`src/rtl/compare_flag_debouncer.sv`:
```
// Debounces one-hot less/equal/greater comparator flags into a registered
// relation state, with rise/fall events, a saturating crossing counter and error pulses.
module compare_flag_debouncer #(
  parameter int DEBOUNCE = 3,
  parameter int CNT_W    = 8
) (
  input  logic             i_clk,
  input  logic             i_rst,
  input  logic             i_valid,
  input  logic             i_less,
  input  logic             i_equal,
  input  logic             i_greater,
  input  logic             i_clr_count,
  output logic [1:0]       o_state,
  output logic             o_rise,
  output logic             o_fall,
  output logic [CNT_W-1:0] o_crossings,
  output logic             o_err
);

  typedef enum logic [1:0] {
    UNKNOWN = 2'b00,
    BELOW   = 2'b01,
    EQUAL   = 2'b10,
    ABOVE   = 2'b11
  } rel_t;

  localparam logic [3:0]       DEB     = 4'(DEBOUNCE);
  localparam logic [CNT_W-1:0] CNT_MAX = '1;

  rel_t             state, state_nxt, cand, cand_nxt, cls;
  logic [3:0]       run, run_nxt, run_inc;
  logic             rise_nxt, fall_nxt, err_nxt;
  logic [CNT_W-1:0] cnt_nxt;
  logic [2:0]       flags;
  logic             onehot;

  assign flags   = {i_greater, i_equal, i_less};
  assign onehot  = (flags == 3'b001) || (flags == 3'b010) || (flags == 3'b100);
  assign o_state = state;

  always_comb begin
    cls = UNKNOWN;
    case (flags)
      3'b001:  cls = BELOW;
      3'b010:  cls = EQUAL;
      3'b100:  cls = ABOVE;
      default: cls = UNKNOWN;
    endcase
  end

  always_comb begin
    state_nxt = state;
    cand_nxt  = cand;
    run_nxt   = run;
    run_inc   = '0;
    rise_nxt  = 1'b0;
    fall_nxt  = 1'b0;
    err_nxt   = 1'b0;
    if (i_valid && !onehot) begin
      err_nxt = 1'b1;
      run_nxt = '0;
    end else if (i_valid) begin
      if (cls == state) begin
        run_nxt = '0;
      end else begin
        if (cls == cand) begin
          run_inc = run + 4'd1;
        end else begin
          cand_nxt = cls;
          run_inc  = 4'd1;
        end
        // Adopt on the same edge the DEBOUNCE-th agreeing sample is taken.
        if (run_inc == DEB) begin
          state_nxt = cls;
          run_nxt   = '0;
          rise_nxt  = (cls == ABOVE) && (state == BELOW || state == EQUAL);
          fall_nxt  = (cls == BELOW) && (state == ABOVE || state == EQUAL);
        end else begin
          run_nxt = run_inc;
        end
      end
    end

    cnt_nxt = o_crossings;
    if (i_clr_count)
      cnt_nxt = '0;
    else if ((rise_nxt || fall_nxt) && o_crossings != CNT_MAX)
      cnt_nxt = o_crossings + CNT_W'(1);
  end

  always_ff @(posedge i_clk) begin
    if (i_rst) begin
      state       <= UNKNOWN;
      cand        <= UNKNOWN;
      run         <= '0;
      o_rise      <= 1'b0;
      o_fall      <= 1'b0;
      o_err       <= 1'b0;
      o_crossings <= '0;
    end else begin
      state       <= state_nxt;
      cand        <= cand_nxt;
      run         <= run_nxt;
      o_rise      <= rise_nxt;
      o_fall      <= fall_nxt;
      o_err       <= err_nxt;
      o_crossings <= cnt_nxt;
    end
  end

endmodule

```
`config.mk`:
```
export PLATFORM = sky130hd
export DESIGN_NAME = compare_flag_debouncer
export DESIGN_NICKNAME = d
export VERILOG_FILES = /design/src/rtl/compare_flag_debouncer.sv
export SDC_FILE = /design/constraint.sdc
export NUM_CORES = 1
export LEC_CHECK = 0
export ABC_AREA = 0
export BUFFER_PORTS_ARGS = -buffer_cell sky130_fd_sc_hd__buf_2
export CORE_MARGIN = 10
export CORE_UTILIZATION = 51
export DETAILED_ROUTE_END_ITERATION = 6
export PLACE_DENSITY = 0.73
export SLEW_MARGIN = 5
export SYNTH_ARGS = -nofsm -noshare
export SYNTH_HDL_FRONTEND = slang
export SYNTH_SLANG_ARGS = --single-unit
```
`constraint.sdc`:
```
create_clock -name i_clk -period 5.08 [get_ports i_clk]
set_input_delay 0.762 -clock i_clk [delete_from_list [all_inputs] [get_ports i_clk]]
set_output_delay 0.762 -clock i_clk [all_outputs]
set_load 0.1 [all_outputs]
```
======== After elaboration in Yosys (flattened, before gate mapping) ========
Index checks and enable logic that the tools add are counted.
storage, ports and cells
  input port bits ......................... 7
  bits in registers ....................... 19
  word-level logic and storage cells ...... 54
operators by class
  $add $sub $neg .......................... 2
  reductions and logical operators ........ 14
  equality and inequality tests ........... 12
  muxes and demuxes ....................... 16
  bitwise gates (word level) .............. 3
operator list
  operator                                                         number
  4-bit 2-to-1 mux                                                 6
  1-bit 2-to-1 mux                                                 9
  8-bit by 1-bit adder with 8-bit output, second input constant    1
  8-bit != test, second input constant                             1
  4-bit AND reduction                                              2
  2-bit == test, second input constant                             3
  2-bit case mux with 3 select lines                               1
  1-bit logical OR                                                 5
  4-bit by 1-bit adder with 4-bit output, second input constant    1
  2-bit by 1-bit == test with 1-bit output, second input constant  2
  2-bit == test                                                    2
  4-bit by 2-bit == test with 1-bit output, second input constant  1
  1-bit logical AND                                                4
  2-bit OR reduction                                               2
  3-bit by 1-bit == test with 1-bit output, second input constant  1
  3-bit by 2-bit == test with 1-bit output, second input constant  1
  3-bit == test, second input constant                             1
  1-bit NOT                                                        3
  1-bit zero test                                                  1

======== Longest topological paths before layout ========
  word-level depth ........................ 14
  mapped depth ............................ 9
  depth with buffers taken out ............ 8

======== Least setup slack after synthesis ========
No wires, ideal clock.
  path kind ............................... reg-to-reg
  start ................................... register state[0] (netlist: o_state[0])
  end ..................................... register o_crossings[7]
  data required time ...................... 5.010 ns
  buffers on the path ..................... 1
  data arrival time ....................... 2.687 ns
  path slack .............................. 2.323 ns
  stages on the path, launching flop included .. 10
  cell sequence ........................... dfxtp_1 inv_1 ha_1 nor2_1 nand2_1 a221oi_2 nand3_2 buf_6 or3_1 a21oi_1
on the way
  word-level cells in the longest chain between the ends .. 9
  elaborated cells between the ends (all ways) .. 18
  classes of those cells .................. eq/ne (4); mux (8); reduce/logical (6)
RTL lines
  what                                                                    line    RTL
  start, declared                                                         31      rel_t state, state_nxt, cand, cand_nxt, cls;
  start signal, assigned                                                  102     state <= state_nxt;
  2-bit by 1-bit == test with 1-bit output, or another cell as far along  77      rise_nxt = (cls == ABOVE) && (state == BELOW || state == EQUAL);
  1-bit logical OR (on tied branches)                                     77, 78
  1-bit logical AND (on tied branches)                                    77, 78
  1-bit 2-to-1 mux                                                        74      if (run_inc == DEB) begin
  1-bit 2-to-1 mux                                                        64      if (cls == state) begin
  1-bit 2-to-1 mux                                                        63      end else if (i_valid) begin
  1-bit 2-to-1 mux                                                        60      if (i_valid && !onehot) begin
  1-bit logical OR *                                                      88      else if ((rise_nxt || fall_nxt) && o_crossings != CNT_MAX)
  1-bit logical AND *                                                     88
  end signal, assigned                                                    108     o_crossings <= cnt_nxt;
  end, declared                                                           17      output logic [CNT_W-1:0] o_crossings,
Every way passes the cells marked *; elsewhere a longest branch is shown, timed or not.
A chain may end at the register's enable or synchronous reset.

======== Worst setup path in the final report ========
  start ................................... register state[0] (netlist: o_state[0])
  end ..................................... register o_crossings[5]
The elaborated chain is that of the path after synthesis.

==> flow_metrics.env <==
export IMPL_status="finished, final reports clean"
export IMPL_htreeDepth=1
export IMPL_synth_area_mux_share_pct=0.808
export IMPL_synthSimpleGateAreaFrac_pct=31.9
export IMPL_intPower_w=0.000196
export IMPL_drt_iter0_markers=72
export IMPL_nets=174
export IMPL_synth_compound_area_share_pct=22.6
export IMPL_ctsResizeCount=0
export IMPL_ir_drop_uv=196
export IMPL_drive_gt1_share_pct=20.4
export IMPL_routed_top_layer="met4"
export IMPL_clock_latency_ns=0.31
export IMPL_cts_root_buf="clkbuf_4"
export IMPL_p_leak_nw=0.517
export IMPL_grt_pass1_wl_um=4970
export IMPL_ios=20
export IMPL_drt_wirelength_per_cell_um=15.2
export IMPL_initial_core_util_pct=54.9
export IMPL_layout_min_cycle_time_ns=2.35
export IMPL_wl_met1_um=1290
export IMPL_die_y_um=69.3
export IMPL_synth_fa_ha_area_share_pct=4.85
export IMPL_power_density_mw_per_mm2=206
export IMPL_critPathLaunchType="register"
export IMPL_cpPeakStageDelay_ns=0.49
export IMPL_grt_pass1_vias=1084
export IMPL_synth_top_family_by_area="simple AND/OR/NAND/NOR gates"
export IMPL_num_vias=1135
export IMPL_yosys_warnings=0
export IMPL_synth_cell_type_count=58
export IMPL_die_area_sq_mm=0.00480
export IMPL_clockBufferDepth=2
export IMPL_dr_pass1_iters=4
export IMPL_switching_share_pct=28.6
export IMPL_crit_buf_inv=1
export IMPL_cts_tree="built"
export IMPL_synth_edff_count=0
export IMPL_ys_seq_area_share_pct=30.7
export IMPL_required_ns=5.29
export IMPL_min_period_over_period_pct=46.3
export IMPL_overflow=0
export IMPL_end_kind="register"
export IMPL_stdcell_count=190
export IMPL_fp_coreArea_sq_mm=0.00225
export IMPL_met3WireLength_um=187
export IMPL_setup_viol=0
export IMPL_grtUsageTotal_pct=11.9
export IMPL_synthTopCellsByArea="dfxtp_1 31%, a21oi_1 4.8%, nor2_1 4.2%"
export IMPL_yosysTopAreaCell="dfxtp_1"
export IMPL_crit_type="reg -> reg"
export IMPL_p_seq_share_pct=55.7
export IMPL_grt_max_degree=19
export IMPL_skew_ns=0.00410
export IMPL_netlist_area_sq_mm=0.00124
export IMPL_ant_nets=0
export IMPL_die_w_um=69.3
export IMPL_syn_to_final_growth_pct=7.88
export IMPL_synth_xor_xnor_area_share_pct=2.83
export IMPL_hp_class="reg -> reg"
export IMPL_power_switching_w=0.0000787
export IMPL_dr_wl_met2_um=1370
export IMPL_antenna_found_initial=0
export IMPL_wl_um=2880
export IMPL_dpl_cell_count=186
export IMPL_arrival_ns=2.56
export IMPL_cpLargestDelayFamily="compound AO/OA/AOI/OAI gates"
export IMPL_stdcell_area_sq_mm=0.00134
export IMPL_postCtsHoldBufs=0
export IMPL_synth_most_common_cell="dfxtp_1"
export IMPL_synth_top_cells_by_count="19 x dfxtp_1, 14 x nor2_1, 12 x a21oi_1"
export IMPL_cp_cell_sequence="inv_1, ha_1, nor2_1, nand2_1, a221oi_2, nand3_2, o31a_2, o21a_1"
export IMPL_cts_sinks=19
export IMPL_fin_setup_tns_ns=0
export IMPL_cts_setup_buffers=0
export IMPL_num_antenna_cells=0
export IMPL_cts_buffers=3
export IMPL_slew_violations=0
export IMPL_drv_cap=0
export IMPL_async_reset_ff_share_pct=0
export IMPL_final_hold_viol_count=0
export IMPL_synth_seq_cells=19
export IMPL_ys_flop_type="dfxtp_1"
export IMPL_avgViaCountPerCell=5.97
export IMPL_tightest_slew_ns=0.517
export IMPL_slew_headroom_pct=65.5
export IMPL_synth_net_count=158
export IMPL_synth_area_per_cell_sq_um=8.43
export IMPL_rsz0062_at_grt="false"
export IMPL_dp_hpwl_um=2160
export IMPL_total_power_w=0.000275
export IMPL_p_clk_share_pct=29.0
export IMPL_io_buffers=19
export IMPL_place_gp_congestion=0.903
export IMPL_nFillCells=222
export IMPL_crit_slowest_cell="dfxtp_1"
export IMPL_p_comb_share_pct=15.3
export IMPL_max_freq_mhz=426
export IMPL_path_max_fanout=12
export IMPL_clkTransAtPathRegs_ns=0.11
export IMPL_fp_row_count=17
export IMPL_synth_top_area_share_pct=30.7
export IMPL_drc=0
export IMPL_synthCells=147
export IMPL_placed_cell_area_sq_mm=0.00131
-- registers in the layout, indices dropped and copies added, names as in the netlist --
| name | count |
|---|---|
| o_crossings | 8 |
| run | 4 |
| cand | 2 |
| o_state | 2 |
| o_err | 1 |
| o_fall | 1 |
| o_rise | 1 |
-- power groups by stage --
stage / combinational [W] / sequential [W] / clock (W)
6_report: 0.0000421 / 0.000153 / 0.0000798
5_1_grt: 0.0000464 / 0.000153 / 0.0000874
4_1_cts: 0.0000418 / 0.000153 / 0.0000801
3_5_place_dp: 0.0000417 / 0.000156 / 0
3_3_place_gp: 0.0000404 / 0.000156 / 0
2_1_floorplan: 0.0000307 / 0.000160 / 0
-- metal layers --
layer,vias to the layer above,track usage (%)
li1,578,-
met2,31,18.9
met3,4,4.85
met1,522,14.3
met5,-,0
met4,0,3.55
-- layout by cell type, fill, tap and decap left out, types with 2 or more instances in the layout --
master,count
nand3_1,6
o211ai_1,2
nand2_1,7
a311oi_1,2
nand4b_1,4
inv_1,4
buf_2,19
nor2_1,14
dfxtp_1,19
nor2b_1,3
nand2b_1,4
nor4_1,3
a21oi_1,12
or3_1,4
xnor2_1,3
or4_1,2
nand4_1,2
and3_1,2
o21ai_0,6
ha_1,4
nor3b_1,2
a211oi_1,2
clkbuf_4,3
-- kinds of logic (layout without fill, tap and decap cells) --
group           count (synthesis)  in the layout
buf+inv                        13             28
mux                             1              1
flops                          19             19
simple gates                   66             66
compound gates                 39             39
xor+xnor                        4              4
fa+ha+maj                       5              5
-- worst register-to-register path, cell delays in order (launching register included) --
cell      delay [ns]
dfxtp_1         0.49
inv_1           0.10
ha_1            0.33
nor2_1          0.09
nand2_1         0.08
a221oi_2        0.32
nand3_2         0.25
o31a_2          0.41
o21a_1          0.18
-- worst paths after layout --
path | from | end | slack, ns | depth (start not counted)
worst max-delay path | o_state[0]$_SDFFE_PP0P_ | o_crossings[5]$_SDFFE_PP0P_ | 2.73 | 8
worst min-delay path | run[1]$_SDFFE_PP0P_ | run[1]$_SDFFE_PP0P_ | 0.50 | 2
worst max register to register | o_state[0]$_SDFFE_PP0P_ | o_crossings[5]$_SDFFE_PP0P_ | 2.73 | 8
worst min register to register | run[1]$_SDFFE_PP0P_ | run[1]$_SDFFE_PP0P_ | 0.50 | 2
-- metrics by stage --
step	hold WS [ns]	worst slack (ns)	util (%)
after floorplan	0.451	2.32	-
after global placement	0.467	2.52	58.1
after detailed placement	0.480	2.47	58.1
after CTS	0.502	2.73	59.3
after global routing	0.524	2.54	59.3
final	0.498	2.73	59.3
-- cell type report --
class / count / area (sq um) / share of cell area (%)
inverters: 5 / 18.8 / 1.40
repair buffers: 19 / 95.1 / 7.12
flip-flops and latches: 19 / 380 / 28.5
well taps: 28 / 35.0 / 2.62
clock buffers: 4 / 26.3 / 1.97
multi-input cells: 115 / 781 / 58.4
Power figures use the tool's default switching activity.
